===== config.mk =====
export PLATFORM = sky130hd
export DESIGN_NAME = fxp_radix_multiplier
export DESIGN_NICKNAME = d
export VERILOG_FILES = /design/src/rtl/fxp_mult_pkg.sv /design/src/rtl/fxp_mult_digit_pp.sv /design/src/rtl/fxp_radix_multiplier.sv
export SDC_FILE = /design/constraint.sdc
export NUM_CORES = 1
export LEC_CHECK = 0
export CAP_MARGIN = 30
export CORE_MARGIN = 2
export CORE_UTILIZATION = 59
export CTS_CLUSTER_DIAMETER = 60
export DETAILED_ROUTE_END_ITERATION = 10
export PLACE_DENSITY_LB_ADDON = 0.12
export SETUP_SLACK_MARGIN = 0.5
export SYNTH_ARGS = -nofsm -noshare
export SYNTH_HDL_FRONTEND = slang
export SYNTH_SLANG_ARGS = --single-unit

===== constraint.sdc =====
create_clock -name clk -period 12.38 [get_ports clk]
set_clock_uncertainty 0.15 [all_clocks]
set_input_delay 3.095 -clock clk [delete_from_list [all_inputs] [get_ports clk]]
set_output_delay 3.095 -clock clk [all_outputs]
set_load 0.02 [all_outputs]

===== src/rtl/fxp_mult_pkg.sv =====
// fxp_mult_pkg: shared state encoding and digit-count helper for the radix multiplier.
package fxp_mult_pkg;
  typedef enum logic [1:0] {IDLE, CALC, FINAL, DONE} state_t;
  function automatic int num_digits(input int n, input int k);
    return (n + k - 1) / k;
  endfunction
endpackage


===== src/rtl/fxp_mult_digit_pp.sv =====
// fxp_mult_digit_pp: shifted partial product of one K-bit multiplier digit.
module fxp_mult_digit_pp
  import fxp_mult_pkg::*;
#(
  parameter int N = 32,
  parameter int K = 2,
  parameter int IW = 2
) (
  input  logic [N-1:0]   mcand,
  input  logic [K-1:0]   digit,
  input  logic [IW-1:0]  idx,
  input  logic           signed_mode,
  output logic [2*N-1:0] pp
);
  localparam int L = num_digits(N, K);
  logic [2*N-1:0] a_x;
  logic [2*N-1:0] d_x;
  logic neg;
  // only the top digit carries the sign weight of a two's-complement multiplier
  always_comb begin
    a_x = {2*N{signed_mode & mcand[N-1]}};
    a_x[N-1:0] = mcand;
    d_x = '0;
    d_x[K-1:0] = digit;
    neg = signed_mode && idx == IW'(L - 1) && digit[K-1];
    pp = ((a_x * d_x) - (neg ? a_x << K : '0)) << (idx * K);
  end
endmodule


===== src/rtl/fxp_radix_multiplier.sv =====
// fxp_radix_multiplier: radix-2^K iterative Q-format multiplier with val/rdy handshake.
// FXP_MULT_ROUND_EN selects round-half-up instead of truncation.
module fxp_radix_multiplier
  import fxp_mult_pkg::*;
#(
  parameter int N = 32,
  parameter int D = 16,
  parameter int K = 2
) (
  input  logic         clk,
  input  logic         reset,
  input  logic         recv_val,
  output logic         recv_rdy,
  input  logic [N-1:0] a,
  input  logic [N-1:0] b,
  input  logic         signed_mode,
  input  logic         send_rdy,
  output logic         send_val,
  output logic [N-1:0] c,
  output logic         ovf
);
  localparam int L = num_digits(N, K);
  localparam int CW = $clog2(L + 1);
  localparam int LK = L * K;
`ifdef FXP_MULT_ROUND_EN
  localparam logic [2*N-1:0] rnd = (2*N)'(1) << (D - 1);
`else
  localparam logic [2*N-1:0] rnd = '0;
`endif
  state_t state, state_n;
  logic [CW-1:0] cnt;
  logic [N-1:0] a_q;
  logic [LK-1:0] b_q, b_x;
  logic mode, last, ovf_n;
  logic [2*N-1:0] acc, pp, p, p_sh;
  logic signed [2*N-1:0] p_s;
  logic [N:0] hi;
  fxp_mult_digit_pp #(.N(N), .K(K), .IW(CW)) u_pp (
    .mcand(a_q),
    .digit(b_q[cnt*K +: K]),
    .idx(cnt),
    .signed_mode(mode),
    .pp(pp)
  );
  assign recv_rdy = state == IDLE;
  assign send_val = state == DONE;
  assign last = cnt == CW'(L - 1);
  always_comb begin
    state_n = (state == IDLE && recv_val) ? CALC :
              (state == CALC && last) ? FINAL :
              (state == FINAL) ? DONE :
              (state == DONE && send_rdy) ? IDLE : state;
  end
  always_ff @(posedge clk) begin
    if (!reset) state <= IDLE;
    else state <= state_n;
  end
  // multiplier is widened to whole digits so the top digit is zero/sign-extended
  always_comb begin
    b_x = {LK{signed_mode & b[N-1]}};
    b_x[N-1:0] = b;
    p = acc + rnd;
    p_s = $signed(p) >>> D;
    p_sh = mode ? p_s : p >> D;
    hi = p_sh[2*N-1:N-1];
    ovf_n = mode ? (|hi & ~&hi) : |p_sh[2*N-1:N];
  end
  always_ff @(posedge clk) begin
    if (!reset) begin
      cnt <= '0;
      acc <= '0;
      c <= '0;
      ovf <= 1'b0;
    end else if (state == IDLE && recv_val) begin
      a_q <= a;
      b_q <= b_x;
      mode <= signed_mode;
      acc <= '0;
      cnt <= '0;
    end else if (state == CALC) begin
      acc <= acc + pp;
      cnt <= last ? '0 : cnt + 1'b1;
    end else if (state == FINAL) begin
      c <= p_sh[N-1:0];
      ovf <= ovf_n;
    end
  end
endmodule


==> flow_metrics.env <==
export IMPL_cts_made_buffers=17
export IMPL_worst_ir_drop_vdd_mv=0.145
export IMPL_start_util_pct=60.2
export IMPL_fp_dieW_um=175
export IMPL_cp_required_ns=12.63
export IMPL_core_area_um2=28800
export IMPL_hold_viol=0
export IMPL_period_minus_slack_ns=11.27
export IMPL_worst_endpoint_arrival_ns=11.52
export IMPL_cpMostUsedCell="a21o_1"
export IMPL_grt_util_met2_pct=52.7
export IMPL_ios=104
export IMPL_setup_viol=0
export IMPL_slew_viol_final=0
export IMPL_seq_power_share_pct=23.8
export IMPL_synth_area_leaders="dfxtp_1 12%, ha_1 12%, edfxtp_1 11%"
export IMPL_relSlewSlack_pct=40.3
export IMPL_yosys_most_used_dff="dfxtp_1"
export IMPL_fin_area_um2=19300
export IMPL_h_tree_depth=4
export IMPL_fin_util_pct=67.0
export IMPL_switching_share_pct=45.4
export IMPL_p_leak_uw=0.00823
export IMPL_async_flop_share_pct=0
export IMPL_port_buffers=103
export IMPL_die_h_um=175
export IMPL_synthTopCellsByCount="334 x nand2_1, 209 x a21oi_1, 165 x ha_1, 165 x nor2_1, 106 x clkbuf_1"
export IMPL_busiest_layer="met2"
export IMPL_critPathSlowestCell="mux4_2"
export IMPL_vias=17600
export IMPL_stdcell_count=2653
export IMPL_tns_ns=0
export IMPL_maxCapViolations=0
export IMPL_hpwl_mm=40.2
export IMPL_cellPowerDensity_nw_per_um2=139
export IMPL_grtUsageMet1_pct=49.8
export IMPL_p_sw_uw=1220
export IMPL_post_drt_wl_per_cell_um=20.8
export IMPL_die_area_um2=30800
export IMPL_cts_num_sinks=169
export IMPL_holdWs_ns=0.312
export IMPL_seq_area_frac_synth_pct=23.3
export IMPL_syn_nets=2461
export IMPL_drive_above_1_share_pct=6.00
export IMPL_whs_endpoint="c[15]"
export IMPL_synth_area_um2=17300
export IMPL_antenna_found_initial=4
export IMPL_num_rows=62
export IMPL_first_global_vias=16000
export IMPL_fin_crit_sh_pct=91.1
export IMPL_worstSetupPathType="reg2reg"
export IMPL_route_detailed_drc=0
export IMPL_clk_pin_slew_ns=0.07
export IMPL_grt_usage_pct=34.4
export IMPL_yosysTopAreaCell="dfxtp_1"
export IMPL_clkPwrFrac_pct=20.1
export IMPL_hold_path_class="reg2reg"
export IMPL_status="complete, no violations"
export IMPL_startpoint_type="flip-flop"
export IMPL_drt_initial_drc_count=2066
export IMPL_grt_max_degree=72
export IMPL_setup_worst_path_end_class="flip-flop"
export IMPL_synth_cell_type_count=86
export IMPL_overflow=0
export IMPL_reg2reg_to="acc[56]"
export IMPL_postPlaceCellArea_um2=18600
export IMPL_critPathMaxStageDelay_ns=0.70
export IMPL_reg2reg_from="cnt[0]"
export IMPL_fmax_ghz=0.0887
export IMPL_gp_congestion=1.02
export IMPL_synth_edf_count=65
export IMPL_hold_path_depth=2
export IMPL_wl_mm=55.2
export IMPL_gr_usage_met3_pct=6.02
export IMPL_cts_root_buf="clkbuf_16"
export IMPL_cts_hold_buffers_added=0
export IMPL_internal_power_uw=1470
export IMPL_drt_pass1_iterations=8
export IMPL_reg2reg_depth=40
export IMPL_ys_ff_latch=169
export IMPL_r2r_setup_slack_ns=1.11
export IMPL_netlist_instances=2224
export IMPL_vias_per_cell=6.63
export IMPL_ctsLongestPathBuffers=2
export IMPL_ys_warn_count=0
export IMPL_grt_pass1_wl_mm=85.5
export IMPL_synth_most_common_cell="nand2_1"
export IMPL_synth_top_cell_area_share_pct=12.0
export IMPL_tightest_slew_ns=0.896
export IMPL_share_comb_of_total_power_pct=56.1
export IMPL_clk_latency_ns=0.46
export IMPL_syn_area_per_cell_um2=7.79
export IMPL_hp_start="c[15]"
export IMPL_numPlacedInstances=2614
export IMPL_nets=2491
export IMPL_antenna_left=0
export IMPL_cp_max_fo=9
export IMPL_fillers=2478
export IMPL_area_delta_synth_final_pct=11.3
export IMPL_rsz0062_at_grt="no"
export IMPL_cts_tree="yes"
==> state kept, by name (all words and copies together), names as in the netlist <==
| name | count |
|---|---|
| a_q | 32 |
| acc | 64 |
| b_q | 32 |
| c | 32 |
| cnt | 5 |
| mode | 1 |
| ovf | 1 |
| state | 2 |
==> per-stage QoR <==
stage | worst slack (ns) | power [uW]
6_report | 1.11 | 2690
2_1_floorplan | 1.51 | 1710
4_1_cts | 1.22 | 2630
5_1_grt | 0.506 | 2840
3_5_place_dp | 1.26 | 2090
3_3_place_gp | 1.44 | 2070
==> timing repair <==
item / in CTS / in global routing
setup endpoints to repair: 0 / 8
resized for setup: 0 / 3
buffers inserted: 0 / 3
==> logic make-up (layout without fill, tap and decap cells) <==
group	Yosys count	in the layout	share of synthesized area (%)
compound gates	719	719	27.9
other cells	0	2	0
fa+ha+maj	168	168	12.3
simple gates	817	817	21.8
mux	63	65	5.40
xor+xnor	105	105	5.35
buf+inv	183	224	3.99
flops	169	169	23.3
==> worst max-delay path: cells and delay by family (launching register included) <==
family | cells | cell delay [ns]
flops | 1 | 0.50
fa+ha+maj | 5 | 1.75
xor+xnor | 1 | 0.15
compound gates | 22 | 4.96
mux | 5 | 2.32
simple gates | 5 | 0.97
buf+inv | 2 | 0.42
==> power by group through the flow <==
stage | combinational, uW | sequential, uW | clock (uW)
2_1_floorplan | 1070 | 638 | 0
3_3_place_gp | 1420 | 650 | 0
3_5_place_dp | 1440 | 651 | 0
4_1_cts | 1450 | 638 | 545
5_1_grt | 1630 | 642 | 564
6_report | 1510 | 639 | 540
==> area by class of cell <==
class	instances	area, um2	share of cell area (%)
diodes	2	5.00	0.0259
clock buffers	18	429	2.22
clock inverters	14	138	0.713
inverters	55	206	1.07
multi-input cells	1874	12700	65.8
flip-flops and latches	169	4040	20.9
well taps	384	480	2.49
repair buffers	137	1310	6.78
==> cell usage in the layout, fill, tap and decap left out, types with 51 or more instances in the layout <==
| cell | netlist | final |
|---|---|---|
| edfxtp_1 | 65 | 65 |
| ha_1 | 165 | 165 |
| nand2_1 | 334 | 333 |
| o21ai_0 | 96 | 95 |
| clkdlybuf4s50_1 | 0 | 103 |
| nand3_1 | 51 | 51 |
| a21o_1 | 79 | 79 |
| xnor2_1 | 70 | 70 |
| and3_1 | 96 | 95 |
| inv_1 | 52 | 51 |
| a21oi_1 | 209 | 209 |
| nor2_1 | 165 | 165 |
| dfxtp_1 | 104 | 102 |
==> layer usage <==
layer  vias up  share of wire [%]
met2       901                 43
met1      8274                 44
met3        87                 10
li1       8323                  -
met5         -              0.049
met4         4                2.5
==> worst max-delay path by stage <==
stage / startpoint / endpoint / cells after the start
6_report: cnt[0] / acc[56] / 40
3_3_place_gp: cnt[0] / acc[56] / 40
3_5_place_dp: cnt[0] / acc[56] / 40
4_1_cts: cnt[0] / acc[56] / 40
5_1_grt: cnt[0] / acc[56] / 41
2_1_floorplan: cnt[0] / acc[56] / 43
No activity file was read; power rests on OpenSTA's default activity.
